### src/rtl/cmd_proc_mc_if.sv
// -----------------------------------------------------------------------------
// cmd_proc_mc_if
// Host-side command/response handshake between the UART wrapper and the
// command processor.
//   cmd          16  host command word (op / reg addr or dump channel / data)
//   cmd_rdy       1  command valid, held by the host until clr_cmd_rdy
//   clr_cmd_rdy   1  one-cycle pulse: command fully serviced
//   resp          8  response byte
//   send_resp     1  one-cycle pulse: resp is ready to transmit
//   resp_sent     1  one-cycle pulse: UART finished transmitting resp
// master = UART wrapper side, slave = command processor side.
// -----------------------------------------------------------------------------
interface cmd_proc_mc_if;
    logic [15:0] cmd;
    logic        cmd_rdy;
    logic        clr_cmd_rdy;
    logic [7:0]  resp;
    logic        send_resp;
    logic        resp_sent;

    modport master (
        output cmd, cmd_rdy, resp_sent,
        input  clr_cmd_rdy, resp, send_resp
    );

    modport slave (
        input  cmd, cmd_rdy, resp_sent,
        output clr_cmd_rdy, resp, send_resp
    );
endinterface

### src/rtl/cmd_proc_mc.sv
// -----------------------------------------------------------------------------
// cmd_proc_mc
// Logic-analyzer command processor: decodes host commands, owns the trigger /
// capture configuration registers and streams channel RAM samples to the host.
// Ports:
//   clk, rst_n            clock, synchronous active-low reset
//   host (slave modport)  cmd / cmd_rdy / clr_cmd_rdy / resp / send_resp / resp_sent
//   set_capture_done      sets TrigCfg[5]
//   ram_addr              address of the newest captured sample
//   rdata                 channel RAM read data, channel k at [8k+7:8k] (0-based)
//   addr_ptr              RAM read address
//   TrigCfg, ch_trig_cfg, decimator, VIH, VIL, matchH, matchL, maskH, maskL,
//   baud_cntH, baud_cntL, trig_pos   configuration register outputs
// Optional feature: define CMDP_PARTIAL_DUMP_EN to honour cmd[7:0] as the dump
// length (last-N samples); otherwise every dump returns ENTRIES samples.
// -----------------------------------------------------------------------------
module cmd_proc_mc #(
    parameter int NUM_CH  = 5,
    parameter int ENTRIES = 384,
    parameter int LOG2    = 9
) (
    input  logic                  clk,
    input  logic                  rst_n,
    cmd_proc_mc_if.slave          host,
    input  logic                  set_capture_done,
    input  logic [LOG2-1:0]       ram_addr,
    input  logic [8*NUM_CH-1:0]   rdata,
    output logic [LOG2-1:0]       addr_ptr,
    output logic [5:0]            TrigCfg,
    output logic [5*NUM_CH-1:0]   ch_trig_cfg,
    output logic [3:0]            decimator,
    output logic [7:0]            VIH,
    output logic [7:0]            VIL,
    output logic [7:0]            matchH,
    output logic [7:0]            matchL,
    output logic [7:0]            maskH,
    output logic [7:0]            maskL,
    output logic [7:0]            baud_cntH,
    output logic [7:0]            baud_cntL,
    output logic [LOG2-1:0]       trig_pos
);

    typedef enum logic [2:0] {IDLE, RESP, DMP_RD, DMP_SEND, DMP_WAIT} state_t;

    state_t            state_r;
    logic [4:0]        ch_cfg_r [NUM_CH];
    logic [7:0]        trig_posh_r;
    logic [7:0]        trig_posl_r;
    logic [2:0]        dmp_ch_r;
    logic [LOG2:0]     dmp_cnt_r;

    logic [1:0]        op_s;
    logic [5:0]        addr_s;
    logic [7:0]        data_s;
    logic [2:0]        dch_s;
    logic              accept_s;
    logic              addr_ok_s;
    logic [7:0]        rd_val_s;
    logic [7:0]        resp_val_s;
    logic              wr_en_s;
    logic              dump_ok_s;
    logic [LOG2:0]     n_s;
    logic [LOG2+1:0]   start_sum_s;
    logic [LOG2-1:0]   start_s;
    logic [7:0]        dmp_byte_s;

    assign op_s     = host.cmd[15:14];
    assign addr_s   = host.cmd[13:8];
    assign data_s   = host.cmd[7:0];
    assign dch_s    = host.cmd[10:8];
    assign accept_s = (state_r == IDLE) && host.cmd_rdy;
    assign wr_en_s  = accept_s && (op_s == 2'b01) && addr_ok_s;
    assign trig_pos = LOG2'({trig_posh_r, trig_posl_r});

    for (genvar g = 0; g < NUM_CH; g++) begin : g_ch_out
        assign ch_trig_cfg[5*g +: 5] = ch_cfg_r[g];
    end

    // Command is complete once the UART reports the final byte sent.
    assign host.clr_cmd_rdy = host.resp_sent &&
                              ((state_r == RESP) ||
                               ((state_r == DMP_WAIT) && (dmp_cnt_r == '0)));

    // Register-map read mux and address validity.
    always_comb begin
        addr_ok_s = 1'b1;
        rd_val_s  = 8'h00;
        case (addr_s)
            6'h00:   rd_val_s = {2'b00, TrigCfg};
            6'h10:   rd_val_s = {4'h0, decimator};
            6'h11:   rd_val_s = VIH;
            6'h12:   rd_val_s = VIL;
            6'h13:   rd_val_s = matchH;
            6'h14:   rd_val_s = matchL;
            6'h15:   rd_val_s = maskH;
            6'h16:   rd_val_s = maskL;
            6'h17:   rd_val_s = baud_cntH;
            6'h18:   rd_val_s = baud_cntL;
            6'h19:   rd_val_s = trig_posh_r;
            6'h1A:   rd_val_s = trig_posl_r;
            default: begin
                // Channel configs occupy 0x01..NUM_CH; anything else is invalid.
                addr_ok_s = 1'b0;
                for (int k = 0; k < NUM_CH; k++) begin
                    addr_ok_s = addr_ok_s | (addr_s == 6'(k + 1));
                    rd_val_s  = (addr_s == 6'(k + 1)) ? {3'b000, ch_cfg_r[k]} : rd_val_s;
                end
            end
        endcase
    end

    // Single-byte response for read / write / NACK / rejected dump.
    always_comb begin
        case (op_s)
            2'b00:   resp_val_s = addr_ok_s ? rd_val_s : 8'hEE;
            2'b01:   resp_val_s = addr_ok_s ? 8'hA5 : 8'hEE;
            default: resp_val_s = 8'hEE;
        endcase
    end

    // Dump decode: channel validity, length and oldest-sample start address.
    always_comb begin
        dump_ok_s = (dch_s != 3'd0) && (int'(dch_s) <= NUM_CH);
`ifdef CMDP_PARTIAL_DUMP_EN
        if (data_s == 8'd0) begin
            n_s = (LOG2+1)'(ENTRIES);
        end else if (int'(data_s) > ENTRIES) begin
            n_s = (LOG2+1)'(ENTRIES);
        end else begin
            n_s = (LOG2+1)'(data_s);
        end
`else
        n_s = (LOG2+1)'(ENTRIES);
`endif
        // ram_addr + ENTRIES + 1 - N stays below 2*ENTRIES, so one
        // conditional subtract is enough to wrap it.
        start_sum_s = (LOG2+2)'(ram_addr) + (LOG2+2)'(ENTRIES) + (LOG2+2)'(1) - (LOG2+2)'(n_s);
        if (start_sum_s >= (LOG2+2)'(ENTRIES)) begin
            start_s = LOG2'(start_sum_s - (LOG2+2)'(ENTRIES));
        end else begin
            start_s = LOG2'(start_sum_s);
        end
    end

    // Select the latched channel's byte from the RAM read bus.
    always_comb begin
        dmp_byte_s = 8'h00;
        for (int k = 0; k < NUM_CH; k++) begin
            dmp_byte_s = (dmp_ch_r == 3'(k + 1)) ? rdata[8*k +: 8] : dmp_byte_s;
        end
    end

    // Configuration register file.
    always_ff @(posedge clk) begin
        if (!rst_n) begin
            TrigCfg     <= 6'h03;
            decimator   <= 4'h0;
            VIH         <= 8'hAA;
            VIL         <= 8'h55;
            matchH      <= 8'h00;
            matchL      <= 8'h00;
            maskH       <= 8'h00;
            maskL       <= 8'h00;
            baud_cntH   <= 8'h06;
            baud_cntL   <= 8'hC8;
            trig_posh_r <= 8'h00;
            trig_posl_r <= 8'h01;
            for (int k = 0; k < NUM_CH; k++) begin
                ch_cfg_r[k] <= 5'h01;
            end
        end else begin
            // Capture-done wins bit 5 even when the host writes TrigCfg.
            if (wr_en_s && (addr_s == 6'h00)) begin
                TrigCfg <= {data_s[5] | set_capture_done, data_s[4:0]};
            end else if (set_capture_done) begin
                TrigCfg[5] <= 1'b1;
            end
            if (wr_en_s) begin
                case (addr_s)
                    6'h10:   decimator   <= data_s[3:0];
                    6'h11:   VIH         <= data_s;
                    6'h12:   VIL         <= data_s;
                    6'h13:   matchH      <= data_s;
                    6'h14:   matchL      <= data_s;
                    6'h15:   maskH       <= data_s;
                    6'h16:   maskL       <= data_s;
                    6'h17:   baud_cntH   <= data_s;
                    6'h18:   baud_cntL   <= data_s;
                    6'h19:   trig_posh_r <= data_s;
                    6'h1A:   trig_posl_r <= data_s;
                    default: begin end
                endcase
            end
            for (int k = 0; k < NUM_CH; k++) begin
                if (wr_en_s && (addr_s == 6'(k + 1))) begin
                    ch_cfg_r[k] <= data_s[4:0];
                end
            end
        end
    end

    // Command / dump sequencer with registered response outputs.
    always_ff @(posedge clk) begin
        if (!rst_n) begin
            state_r        <= IDLE;
            host.resp      <= 8'h00;
            host.send_resp <= 1'b0;
            addr_ptr       <= '0;
            dmp_ch_r       <= 3'd0;
            dmp_cnt_r      <= '0;
        end else begin
            host.send_resp <= 1'b0;
            case (state_r)
                IDLE: begin
                    if (accept_s) begin
                        if ((op_s == 2'b10) && dump_ok_s) begin
                            dmp_ch_r  <= dch_s;
                            dmp_cnt_r <= n_s;
                            addr_ptr  <= start_s;
                            state_r   <= DMP_RD;
                        end else begin
                            host.resp      <= resp_val_s;
                            host.send_resp <= 1'b1;
                            state_r        <= RESP;
                        end
                    end
                end
                RESP: begin
                    if (host.resp_sent) begin
                        state_r <= IDLE;
                    end
                end
                DMP_RD: begin
                    // RAM read data for addr_ptr settles during this cycle.
                    state_r <= DMP_SEND;
                end
                DMP_SEND: begin
                    host.resp      <= dmp_byte_s;
                    host.send_resp <= 1'b1;
                    addr_ptr       <= (addr_ptr == LOG2'(ENTRIES - 1)) ? '0 : addr_ptr + LOG2'(1);
                    dmp_cnt_r      <= dmp_cnt_r - (LOG2+1)'(1);
                    state_r        <= DMP_WAIT;
                end
                DMP_WAIT: begin
                    if (host.resp_sent) begin
                        state_r <= (dmp_cnt_r == '0) ? IDLE : DMP_RD;
                    end
                end
                default: state_r <= IDLE;
            endcase
        end
    end

endmodule

### src/flat_wrapper.sv
// flat-port wrapper written by rule: the top's interface ports become plain ports
module cmd_proc_mc_flat 
#(
    parameter int NUM_CH  = 5,
    parameter int ENTRIES = 384,
    parameter int LOG2    = 9
)
  (clk, rst_n, set_capture_done, ram_addr, rdata, addr_ptr, TrigCfg, ch_trig_cfg, decimator, VIH, VIL, matchH, matchL, maskH, maskL, baud_cntH, baud_cntL, trig_pos, host_cmd, host_cmd_rdy, host_resp_sent, host_clr_cmd_rdy, host_resp, host_send_resp);
  cmd_proc_mc_if host_i ();
  input  logic clk;
  input  logic rst_n;
  input  logic set_capture_done;
  input  logic [LOG2-1:0] ram_addr;
  input  logic [8*NUM_CH-1:0] rdata;
  output logic [LOG2-1:0] addr_ptr;
  output logic [5:0] TrigCfg;
  output logic [5*NUM_CH-1:0] ch_trig_cfg;
  output logic [3:0] decimator;
  output logic [7:0] VIH;
  output logic [7:0] VIL;
  output logic [7:0] matchH;
  output logic [7:0] matchL;
  output logic [7:0] maskH;
  output logic [7:0] maskL;
  output logic [7:0] baud_cntH;
  output logic [7:0] baud_cntL;
  output logic [LOG2-1:0] trig_pos;
  input wire logic [$bits(host_i.cmd)-1:0] host_cmd;
  input wire logic [$bits(host_i.cmd_rdy)-1:0] host_cmd_rdy;
  input wire logic [$bits(host_i.resp_sent)-1:0] host_resp_sent;
  output wire logic [$bits(host_i.clr_cmd_rdy)-1:0] host_clr_cmd_rdy;
  output wire logic [$bits(host_i.resp)-1:0] host_resp;
  output wire logic [$bits(host_i.send_resp)-1:0] host_send_resp;
  assign host_i.cmd = host_cmd;
  assign host_i.cmd_rdy = host_cmd_rdy;
  assign host_i.resp_sent = host_resp_sent;
  assign host_clr_cmd_rdy = host_i.clr_cmd_rdy;
  assign host_resp = host_i.resp;
  assign host_send_resp = host_i.send_resp;
  cmd_proc_mc #(.NUM_CH(NUM_CH), .ENTRIES(ENTRIES), .LOG2(LOG2)) u_core (.clk(clk), .rst_n(rst_n), .host(host_i), .set_capture_done(set_capture_done), .ram_addr(ram_addr), .rdata(rdata), .addr_ptr(addr_ptr), .TrigCfg(TrigCfg), .ch_trig_cfg(ch_trig_cfg), .decimator(decimator), .VIH(VIH), .VIL(VIL), .matchH(matchH), .matchL(matchL), .maskH(maskH), .maskL(maskL), .baud_cntH(baud_cntH), .baud_cntL(baud_cntL), .trig_pos(trig_pos));
endmodule
### config.mk
export PLATFORM = sky130hd
export DESIGN_NAME = cmd_proc_mc_flat
export DESIGN_NICKNAME = d
export VERILOG_FILES = /design/src/rtl/cmd_proc_mc_if.sv /design/src/rtl/cmd_proc_mc.sv /design/src/flat_wrapper.sv
export SDC_FILE = /design/constraint.sdc
export NUM_CORES = 1
export LEC_CHECK = 0
export BUFFER_PORTS_ARGS = -buffer_cell sky130_fd_sc_hd__buf_2
export CORE_UTILIZATION = 48
export DETAILED_ROUTE_END_ITERATION = 7
export GPL_ROUTABILITY_DRIVEN = 0
export PLACE_DENSITY = 0.76
export SLEW_MARGIN = 20
export SYNTH_ARGS = -nofsm -noshare
export SYNTH_HDL_FRONTEND = slang
export SYNTH_SLANG_ARGS = --single-unit
### constraint.sdc
create_clock -name clk -period 2.7 [get_ports clk]
set_input_delay 0.135 -clock clk [delete_from_list [all_inputs] [get_ports clk]]
set_output_delay 0.135 -clock clk [all_outputs]
set_load 0.01 [all_outputs]
==> results of run 1 <==
final timing paths:
kind	from	to	cells after the start
worst max-delay path	u_core.dmp_cnt_r[4]$_SDFFE_PN0P_	host_clr_cmd_rdy	7
worst min-delay path	host_resp_sent	u_core.state_r[2]$_SDFFE_PN0P_	3
worst max register to register	u_core.state_r[0]$_SDFFE_PN0P_	u_core.ch_cfg_r[0][5]$_DFFE_PP_	5
worst min register to register	u_core.trig_posh_r[6]$_SDFFE_PN0P_	u_core.trig_posh_r[6]$_SDFFE_PN0P_	2
metrics by stage:
| step | hold slack (ns) | area (µm²) |
|---|---|---|
| 2_1_floorplan | 0.264 | 7570 |
| 3_3_place_gp | 0.370 | 8790 |
| 3_5_place_dp | 0.378 | 8790 |
| 4_1_cts | 0.0283 | 9390 |
| 5_1_grt | 0.0803 | 9400 |
| 6_report | 0.0354 | 9400 |
state kept, by name, summed over array words and instances, names as in the netlist:
name	count
u_core.decimator	4
u_core.baud_cntH	8
u_core.matchL	8
u_core.maskL	8
u_core.maskH	8
u_core.matchH	8
u_core.dmp_cnt_r	10
u_core.TrigCfg	6
u_core.host.send_resp	1
u_core.host.resp	8
u_core.VIL	8
u_core.addr_ptr	9
u_core.baud_cntL	8
u_core.trig_posh_r	8
u_core.ch_cfg_r	25
u_core.trig_posl_r	8
u_core.VIH	8
u_core.dmp_ch_r	3
u_core.state_r	3
where the power goes:
part / internal [mW] / switching, mW / total, mW
combinational: 0.201 / 0.308 / 0.509
sequential: 2.30 / 0.0365 / 2.34
clock: 1.41 / 0.945 / 2.35
total: 3.91 / 1.29 / 5.20
cell usage after synthesis (6+ instances only):
cell and count:
nor4_1 7, dfxtp_1 124, nand3_1 83, ha_1 8
o21ai_0 16, nand2_1 107, nor3_1 17, inv_1 14
a221oi_1 6, and2_1 7, mux2_2 11, edfxtp_1 25
a21oi_1 74, clkbuf_1 42, nor2_1 71, xor2_1 10
or3_1 6, a22oi_1 32, nand2b_1 11, mux2i_1 52
buf_4 6, mux4_2 8, o221ai_1 7, o22ai_1 11
tightest hold or removal path: cells and delay by family:
family                 cells  cell delay, ns
AOI/OAI and AO/OA          1            0.06
and+or+nand+nor            1            0.11
buffers and inverters      1            0.11
routing by layer:
layer  track usage, %  vias up  part of all wire, %
li1                 -     3477                    -
met2             48.8      440                   48
met5                0        -                    0
met3             5.40       42                  9.9
met1             39.5     3520                   41
met4             10.5        0                  1.9
logic make-up (layout without fill, tap and decap cells):
group / Yosys count / count (layout) / synth area share (%)
XOR/XNOR: 14 / 14 / 1.62
multiplexers: 71 / 71 / 10.9
AND/OR/NAND/NOR: 346 / 346 / 22.5
adder cells (fa/ha/maj): 8 / 8 / 1.32
buffers and inverters: 78 / 278 / 4.94
flip-flops: 149 / 149 / 42.7
AO/OA/AOI/OAI: 184 / 184 / 16.0
repair_timing:
item | in CTS | in global routing
endpoints found under the hold margin | 1 | 0
setup buffers | 0 | 0
gates cloned | 0 | 0
endpoints found under the setup margin | 1 | 1
pin swaps | 0 | 1
resized for setup | 2 | 1
hold buffers | 1 | 0
area by class of cell:
type	instances	area share (%)
Inverter	15	0.599
Multi-Input combinational cell	623	42.4
Clock inverter	12	1.37
Clock buffer	20	4.86
Sequential cell	149	34.4
Timing Repair Buffer	231	13.5
Tap cell	211	2.81
==> metrics.md, run 1 <==
| Metric | Value |
|---|---|
| Sequential Area | 0.00323 mm² |
| DRT Wirelength | 23.8 mm |
| Die H | 128 µm |
| Die area | 0.0163 mm² |
| Final period util | 97.2% |
| Crit path top cell by count | nor3b_2 |
| Drt first pass iters | 6 |
| Wire length per cell | 18.9 µm |
| Synth warn | 0 |
| Die span in x | 128 µm |
| Gate Count Post-Synth | 850 |
| Pre-CTS setup slack | 0.291 ns |
| Final nets | 1115 |
| Clk sink count | 149 |
| CP startpoint kind | register |
| Core ar. | 0.0153 mm² |
| Clock transition at the registers of the reported paths | 0.06 ns |
| CTS tree | done |
| Gr ovfl total | 0 |
| GRT Total Usage | 29.8% |
| Post-DP HPWL | 17.1 mm |
| CP Data Required Time | 2.57 ns |
| Endpoints failing setup | 0 |
| Max-cap viol count | 0 |
| Final worst path period need | 2.62 ns |
| Largest net degree at the start of global routing | 75 |
| Diode count | 0 |
| Number of CTS-inserted buffers | 17 |
| Placed cells | 1228 |
| DRT iter0 DRCs | 895 |
| VDD IR max | 0.442 mV |
| Longest Clk Path Bufs | 2 |
| Status | finished, final reports clean |
| Initial antenna violation count | 0 |
| FFs w/ async S/R, synth | 0% |
| Synth Register Bits | 149 |
| Critical Path Slowest Stage Cell | or4_1 |
| WP buf/inv | 1 |
| Final Max Tran Viols | 0 |
| Commonest register cell after synthesis | dfxtp_1 |
| Port Buffer Count | 196 |
| Area of the multi-input gates | 0.00399 mm² |
| Most common cell after layout, fill and taps aside | buf_2 |
| Largest stage delay, worst path | 0.55 ns |
| Most frequent cells in the layout | buf_2, dfxtp_1, nand2_1 |
| CP top delay family | simple AND/OR/NAND/NOR gates |
| Via density | 5.93 |
| Critical path type | reg2out |
| Mapped Nets | 928 |
| Pwr Density | 553 mW/mm² |
| Clock root buffer | clkbuf_16 |
| Slew headroom | 47.1% |
| First-pass GRT wire length | 37.1 mm |
| CP Cell Sequence | or4_1 -> or4_4 -> nor3b_2 -> nand2_1 -> mux2i_1 -> nor3b_2 -> buf_2 |
| Unrepaired setup endpoints after global routing | no |
| Worst-Skew Late Latency | 0.43 ns |
| Setup TNS | 0 ns |
| Via count | 7479 |
| Vias in the first global route | 6823 |
| FF-to-FF setup slack | 0.25 ns |
| Post-layout total power | 5.20 mW |
| Largest area contributor in the netlist | dfxtp_1 |
| Syn avg cell area | 8.90 µm² |
| Sequential element share of the synthesized area | 42.7% |
| WP data arrival | 2.49 ns |
| # H-tree levels | 4 |
| Slew @ Worst Pin | 0.793 ns |
| Synth Cell Area | 0.00757 mm² |
| Final Util | 61.3% |
| Clk_skew | 0.0127 ns |
| Number of synthesized flops with an enable pin | 25 |
| Starting Density | 49.4% |
| Hold Fails Final Rpt | 0 |
| Leak pwr | 3.82 nW |
| Final cell count without fillers | 1261 |
| Synth area leaders | dfxtp_1, edfxtp_1, mux2i_1 |
| Final worst slack | 0.0750 ns |
| Area delta synth->final | 24.2% |
| Library cells used by synthesis | 70 |
| Share of layout cells above drive strength 1 | 28.1% |
| ANT nets after route | 0 |
| Residual DRC count | 0 |
| Number of fill cells | 1353 |
| I/O pin count | 197 |
| FMAX | 0.381 GHz |
| Std-Cell Rows | 45 |
| CP endpoint kind | primary output |
| Hold/Removal Path Class | in2reg |
| Worst-path fanout max | 5 |
| Top-area cell type share of the netlist area | 32.8% |
(Power assumes the default switching activity.)
==> run 2: changes to the inputs <==
==> constraint.sdc (replaced) <==
create_clock -name clk -period 2.39 [get_ports clk]
set_input_delay 0.1195 -clock clk [delete_from_list [all_inputs] [get_ports clk]]
set_output_delay 0.1195 -clock clk [all_outputs]
set_load 0.01 [all_outputs]
==> run 2 against run 1 <==
- the run now ends with setup timing left
- sequential share of layout area shrank 0.70 points
- flip-flop and latch count unchanged
- hold slack gained 0.031 ns
- register-to-register slack got worse by 0.15 ns
- via count rose by 2.6%
- total power up 16%
- cell count rose by 1.3%
- clock power rose by 19%
- sequential power increased by 13%
- count of clock-buffer cells in the layout rose by 2
- non-clock buffer count up 17
- largest cell class unchanged
- highest routed layer unchanged
==> metrics.md, run 2 (same netlist as run 1, synthesis figures left out) <==
| Metric | Value |
|---|---|
| GRT Total Usage | 30.0% |
| Pre-CTS setup slack | 0.120 ns |
| DRT iter0 DRCs | 859 |
| Largest register FFs | 25 |
| Number of fill cells | 1352 |
| I/O pin count | 197 |
| Worst r2r dst | u_core.trig_posl_r[0]$_SDFFE_PN1P_ |
| Most common cell after layout, fill and taps aside | buf_2 |
| Hold Fails Final Rpt | 0 |
| Final worst path period need | 2.50 ns |
| CP Data Required Time | 2.27 ns |
| WP data arrival | 2.38 ns |
| First-pass GRT wire length | 37.6 mm |
| CP endpoint kind | primary output |
| # H-tree levels | 4 |
| Port Buffer Count | 196 |
| Most frequent cells in the layout | buf_2, dfxtp_1, nand2_1 |
| Worst Min Path Start | host_cmd[5] |
| Wire length per cell | 18.9 µm |
| Status | finished, violations left |
| FF-to-FF path depth | 8 |
| Initial antenna violation count | 0 |
| Placed inst area | 0.00891 mm² |
| Die span in x | 128 µm |
| Placed cells | 1240 |
| Pwr Density | 630 mW/mm² |
| ANT nets after route | 0 |
| Diode count | 0 |
| Final worst slack | -0.109 ns |
| R2r startpoint | u_core.state_r[0]$_SDFFE_PN0P_ |
| Hold/Removal Path Class | in2reg |
| Drt first pass iters | 5 |
| Failing checks | setup timing |
| Clk sink count | 149 |
| Core ar. | 0.0153 mm² |
| Worst setup path endpoint | host_clr_cmd_rdy |
| Number of CTS-inserted buffers | 17 |
| Post-DP HPWL | 17.3 mm |
| Design area | 0.00960 mm² |
| Endpoints failing setup | 1 |
| Die H | 128 µm |
| Worst-Skew Late Latency | 0.43 ns |
| Max-cap viol count | 0 |
| Longest Clk Path Bufs | 2 |
| Largest net degree at the start of global routing | 75 |
| Slew @ Worst Pin | 0.790 ns |
| FF-to-FF setup slack | 0.10 ns |
| Die area | 0.0163 mm² |
| Worst-path fanout max | 2 |
| Final nets | 1132 |
| Final period util | 105% |
| Largest registers | u_core.ch_cfg_r: 25 flops, u_core.dmp_cnt_r: 10 flops, u_core.addr_ptr: 9 flops |
| Vias in the first global route | 7072 |
| Final cell count without fillers | 1278 |
| Post-layout total power | 6.05 mW |
| Via density | 6.00 |
| Critical path type | reg2out |
| CTS tree | done |
| Std-Cell Rows | 45 |
| DRT Wirelength | 24.1 mm |
| CP startpoint kind | register |
| Worst Setup SP | u_core.dmp_cnt_r[4]$_SDFFE_PN0P_ |
| Starting Density | 49.4% |
| Clk_skew | 0.0102 ns |
| Residual DRC count | 0 |
| Share of layout cells above drive strength 1 | 29.3% |
| Clock root buffer | clkbuf_16 |
| Area delta synth->final | 26.8% |
| Final Max Tran Viols | 0 |
| Clock transition at the registers of the reported paths | 0.06 ns |
| Slew headroom | 46.8% |
| Largest Register | u_core.ch_cfg_r |
| Via count | 7674 |
| FMAX | 0.400 GHz |
| Setup TNS | -0.109 ns |
| Leak pwr | 3.94 nW |
| VDD IR max | 0.463 mV |
| Unrepaired setup endpoints after global routing | yes |
| Gr ovfl total | 0 |
[run 2: layout make-up]
cell class | instances | area [µm²] | area share (%)
multi-input cells | 623 | 4000 | 41.7
flip-flops and latches | 149 | 3240 | 33.7
repair buffers | 248 | 1430 | 14.9
clock buffers | 22 | 475 | 4.95
well taps | 211 | 264 | 2.75
clock inverters | 10 | 143 | 1.49
inverters | 15 | 56.3 | 0.587
[run 2: worst min-delay path by stage]
stage	end	slack [ns]	cells past startpoint
floorplan	u_core.TrigCfg[5]$_SDFFE_PN0P_	0.25	2
global route	u_core.trig_posl_r[5]$_SDFFE_PN0P_	0.06	3
finish	u_core.trig_posl_r[5]$_SDFFE_PN0P_	0.07	3
detailed placement	u_core.TrigCfg[5]$_SDFFE_PN0P_	0.37	3
CTS	u_core.baud_cntL[5]$_SDFFE_PN0P_	0.05	3
global placement	u_core.TrigCfg[5]$_SDFFE_PN0P_	0.36	3
[run 2: layer usage]
layer | vias to the layer above | track usage [%] | share of wire [%]
met1 | 3648 | 39.5 | 41
met3 | 54 | 5.32 | 9.5
met2 | 454 | 48.7 | 47
met5 | - | 0 | 0
li1 | 3518 | - | -
met4 | 0 | 12.5 | 2.6
[run 2: power breakdown]
group	total [mW]	switching [mW]	internal (mW)
clock network	2.80	1.06	1.74
logic	0.616	0.363	0.252
registers	2.64	0.0367	2.60
[run 2: critical path, cell delays in order, from the launching register on]
cell     delay, ns
dfxtp_2       0.32
or4_4         0.52
or4_4         0.43
nor3b_2       0.20
nand2_1       0.07
mux2i_1       0.11
nor3b_2       0.16
buf_2         0.15
[run 2: metrics by stage]
stage	hold slack, ns	utilization (%)
after floorplan	0.249	-
after global placement	0.358	58.2
after detailed placement	0.372	58.2
after CTS	0.0538	62.6
after global routing	0.0604	62.7
final	0.0668	62.7
[run 2: what timing repair did]
action,CTS,global route
buffers inserted,2,2
endpoints found under the setup margin,1,13
hold buffers,2,0
gates resized for setup,6,1
endpoints found under the hold margin,2,0
pin swaps,1,1
==> run 3: changes to the inputs <==
--- a/config.mk
+++ b/config.mk
@@ -5,10 +5,11 @@
 export SDC_FILE = /design/constraint.sdc
 export NUM_CORES = 1
 export LEC_CHECK = 0
-export BUFFER_PORTS_ARGS = -buffer_cell sky130_fd_sc_hd__buf_2
-export CORE_UTILIZATION = 48
+export CORE_UTILIZATION = 58
 export DETAILED_ROUTE_END_ITERATION = 7
+export DONT_BUFFER_PORTS = 1
 export GPL_ROUTABILITY_DRIVEN = 0
+export HOLD_SLACK_MARGIN = 0.06
 export PLACE_DENSITY = 0.76
 export SLEW_MARGIN = 20
 export SYNTH_ARGS = -nofsm -noshare
==> run 3 against run 2 <==
- the flow still finishes with violations (setup timing)
- count of clock-buffer cells in the layout increased by 2
- non-clock buffer count down 186
- clock power down 3%
- clock skew increased by 0.0032 ns
- sequential power about the same
- sequential share of layout area rose by 3.5 points
- cell count decreased by 18%
- register-to-register slack about the same
- global-route usage rose by 5.8 points
- largest power group unchanged
==> metrics.md, run 3 (same netlist as run 1, synthesis figures left out) <==
| Metric | Value |
|---|---|
| WP data arrival | 2.42 ns |
| Clk sink count | 149 |
| Max-cap viol count | 0 |
| Most common cell after layout, fill and taps aside | dfxtp_1 |
| FMAX | 0.393 GHz |
| Port Buffer Count | 0 |
| Via density | 6.69 |
| Number of CTS-inserted buffers | 17 |
| Die area | 0.0135 mm² |
| Wire length per cell | 23.0 µm |
| Switching Power | 1.41 mW |
| Placed inst area | 0.00780 mm² |
| CP endpoint kind | primary output |
| Leak pwr | 3.09 nW |
| Final Max Tran Viols | 0 |
| Failing checks | setup timing |
| DRT iter0 DRCs | 827 |
| Status | finished, violations left |
| Final cell count without fillers | 1054 |
| Placed cells | 996 |
| Switching share of total power | 24.0% |
| Slew @ Worst Pin | 0.728 ns |
| Seq pwr share | 45.5% |
| Longest Clk Path Bufs | 2 |
| WHS | 0.0889 ns |
| Critical path type | reg2out |
| Final worst slack | -0.154 ns |
| CP Data Required Time | 2.27 ns |
| Final nets | 946 |
| Largest net degree at the start of global routing | 75 |
| Post-DP HPWL | 16.7 mm |
| Worst-path fanout max | 2 |
| ANT nets after route | 0 |
| Initial antenna violation count | 1 |
| Die span in x | 116 µm |
| GRT Total Usage | 35.9% |
| Largest Register | u_core.ch_cfg_r |
| Number of fill cells | 1007 |
| Final period util | 106% |
| Hold Fails Final Rpt | 0 |
| Endpoints failing setup | 1 |
| Design area | 0.00869 mm² |
| Area delta synth->final | 14.9% |
| Largest register FFs | 25 |
| Clk_skew | 0.0133 ns |
| Clock root buffer | clkbuf_16 |
| Residual DRC count | 0 |
| Die H | 116 µm |
| Vias in the first global route | 6729 |
| Post-layout total power | 5.87 mW |
| FF-to-FF setup slack | 0.09 ns |
| Worst-Skew Late Latency | 0.43 ns |
| CP startpoint kind | register |
| Combinational share of power | 8.2% |
| Share of layout cells above drive strength 1 | 12.5% |
| Clock transition at the registers of the reported paths | 0.06 ns |
| Pwr Density | 675 mW/mm² |
| Hold/Removal Path Class | in2reg |
| Most frequent cells in the layout | dfxtp_1, nand2_1, nand3_1 |
| Via count | 7056 |
| CTS tree | done |
| Gr ovfl total | 0 |
| Largest registers | u_core.ch_cfg_r: 25 flops, u_core.dmp_cnt_r: 10 flops, u_core.addr_ptr: 9 flops |
| Setup TNS | -0.154 ns |
| I/O pin count | 197 |
| Clock network power share | 46.4% |
| Slew headroom | 51.3% |
| Std-Cell Rows | 41 |
| VDD IR max | 0.566 mV |
| Core ar. | 0.0127 mm² |
| Unrepaired setup endpoints after global routing | yes |
| Cell Int Power | 4.46 mW |
| # H-tree levels | 4 |
| DRT Wirelength | 24.2 mm |
| Drt first pass iters | 6 |
| Final worst path period need | 2.54 ns |
| Starting Density | 59.7% |
| First-pass GRT wire length | 36.3 mm |
==> run 3: cell types whose count changed in the layout (fill, tap and decap cells not counted), moves of 2 or more <==
cell and change:
clkbuf_8 +2, bufinv_16 -2, buf_4 -9, buf_2 -196, dlygate4sd3_1 +18
==> run 3: per-layer routing <==
layer	GRT usage [%]	wire, µm	vias to the layer above
li1	-	-	3152
met2	59.7	11800	442
met5	0	0	-
met4	16.6	866	0
met1	40.7	8660	3379
met3	13.5	2850	83
==> run 3: cell type report <==
| class | count | area [µm²] | share of cell area (%) |
|---|---|---|---|
| antenna | 1 | 2.50 | 0.0288 |
| clock buffer | 24 | 524 | 6.03 |
| clock inverter | 8 | 83.8 | 0.964 |
| inverter | 15 | 56.3 | 0.648 |
| multi-input combinational | 623 | 4010 | 46.1 |
| sequential | 149 | 3240 | 37.2 |
| tap | 172 | 215 | 2.48 |
| timing repair buffer | 62 | 569 | 6.55 |
==> run 3: path summary, 6_finish.rpt <==
check / from / endpoint / cells after the start
worst max-delay path: u_core.dmp_cnt_r[4]$_SDFFE_PN0P_ / host_clr_cmd_rdy / 7
worst min-delay path: host_cmd[10] / u_core.VIL[0]$_SDFFE_PN1P_ / 4
worst max register to register: u_core.state_r[2]$_SDFFE_PN0P_ / u_core.VIL[2]$_SDFFE_PN1P_ / 7
worst min register to register: u_core.trig_posh_r[2]$_SDFFE_PN0P_ / u_core.trig_posh_r[2]$_SDFFE_PN0P_ / 2
==> run 3: repair_timing <==
| item | CTS | global route |
|---|---|---|
| setup buffers | 3 | 1 |
| hold buffers | 21 | 0 |
| endpoints found under the hold margin | 167 | 0 |
| endpoints found under the setup margin | 1 | 17 |
| gates resized for setup | 6 | 3 |
| pin swaps | 1 | 0 |
==> run 3: power by group through the flow <==
stage,Clock [mW],Combinational [mW],Sequential [mW]
2_1_floorplan,0,0.341,2.70
3_3_place_gp,0,0.353,2.72
3_5_place_dp,0,0.362,2.72
4_1_cts,2.73,0.461,2.66
5_1_grt,2.84,0.515,2.67
6_report,2.72,0.481,2.67
==> run 3: critical path: stages (launching register included) <==
cell and delay [ns]:
dfxtp_2 0.32, or4_4 0.53, or4_4 0.45, nor3b_4 0.20
nand2_1 0.07, mux2i_1 0.12, nor3b_2 0.17, buf_4 0.14
==> run 3: per-stage QoR <==
step / setup WS, ns / utilization [%]
after floorplan: 0.0758 / -
after global placement: 0.167 / 61.5
after detailed placement: 0.0763 / 61.5
after CTS: -0.122 / 68.4
after global routing: -0.299 / 68.6
final: -0.154 / 68.6
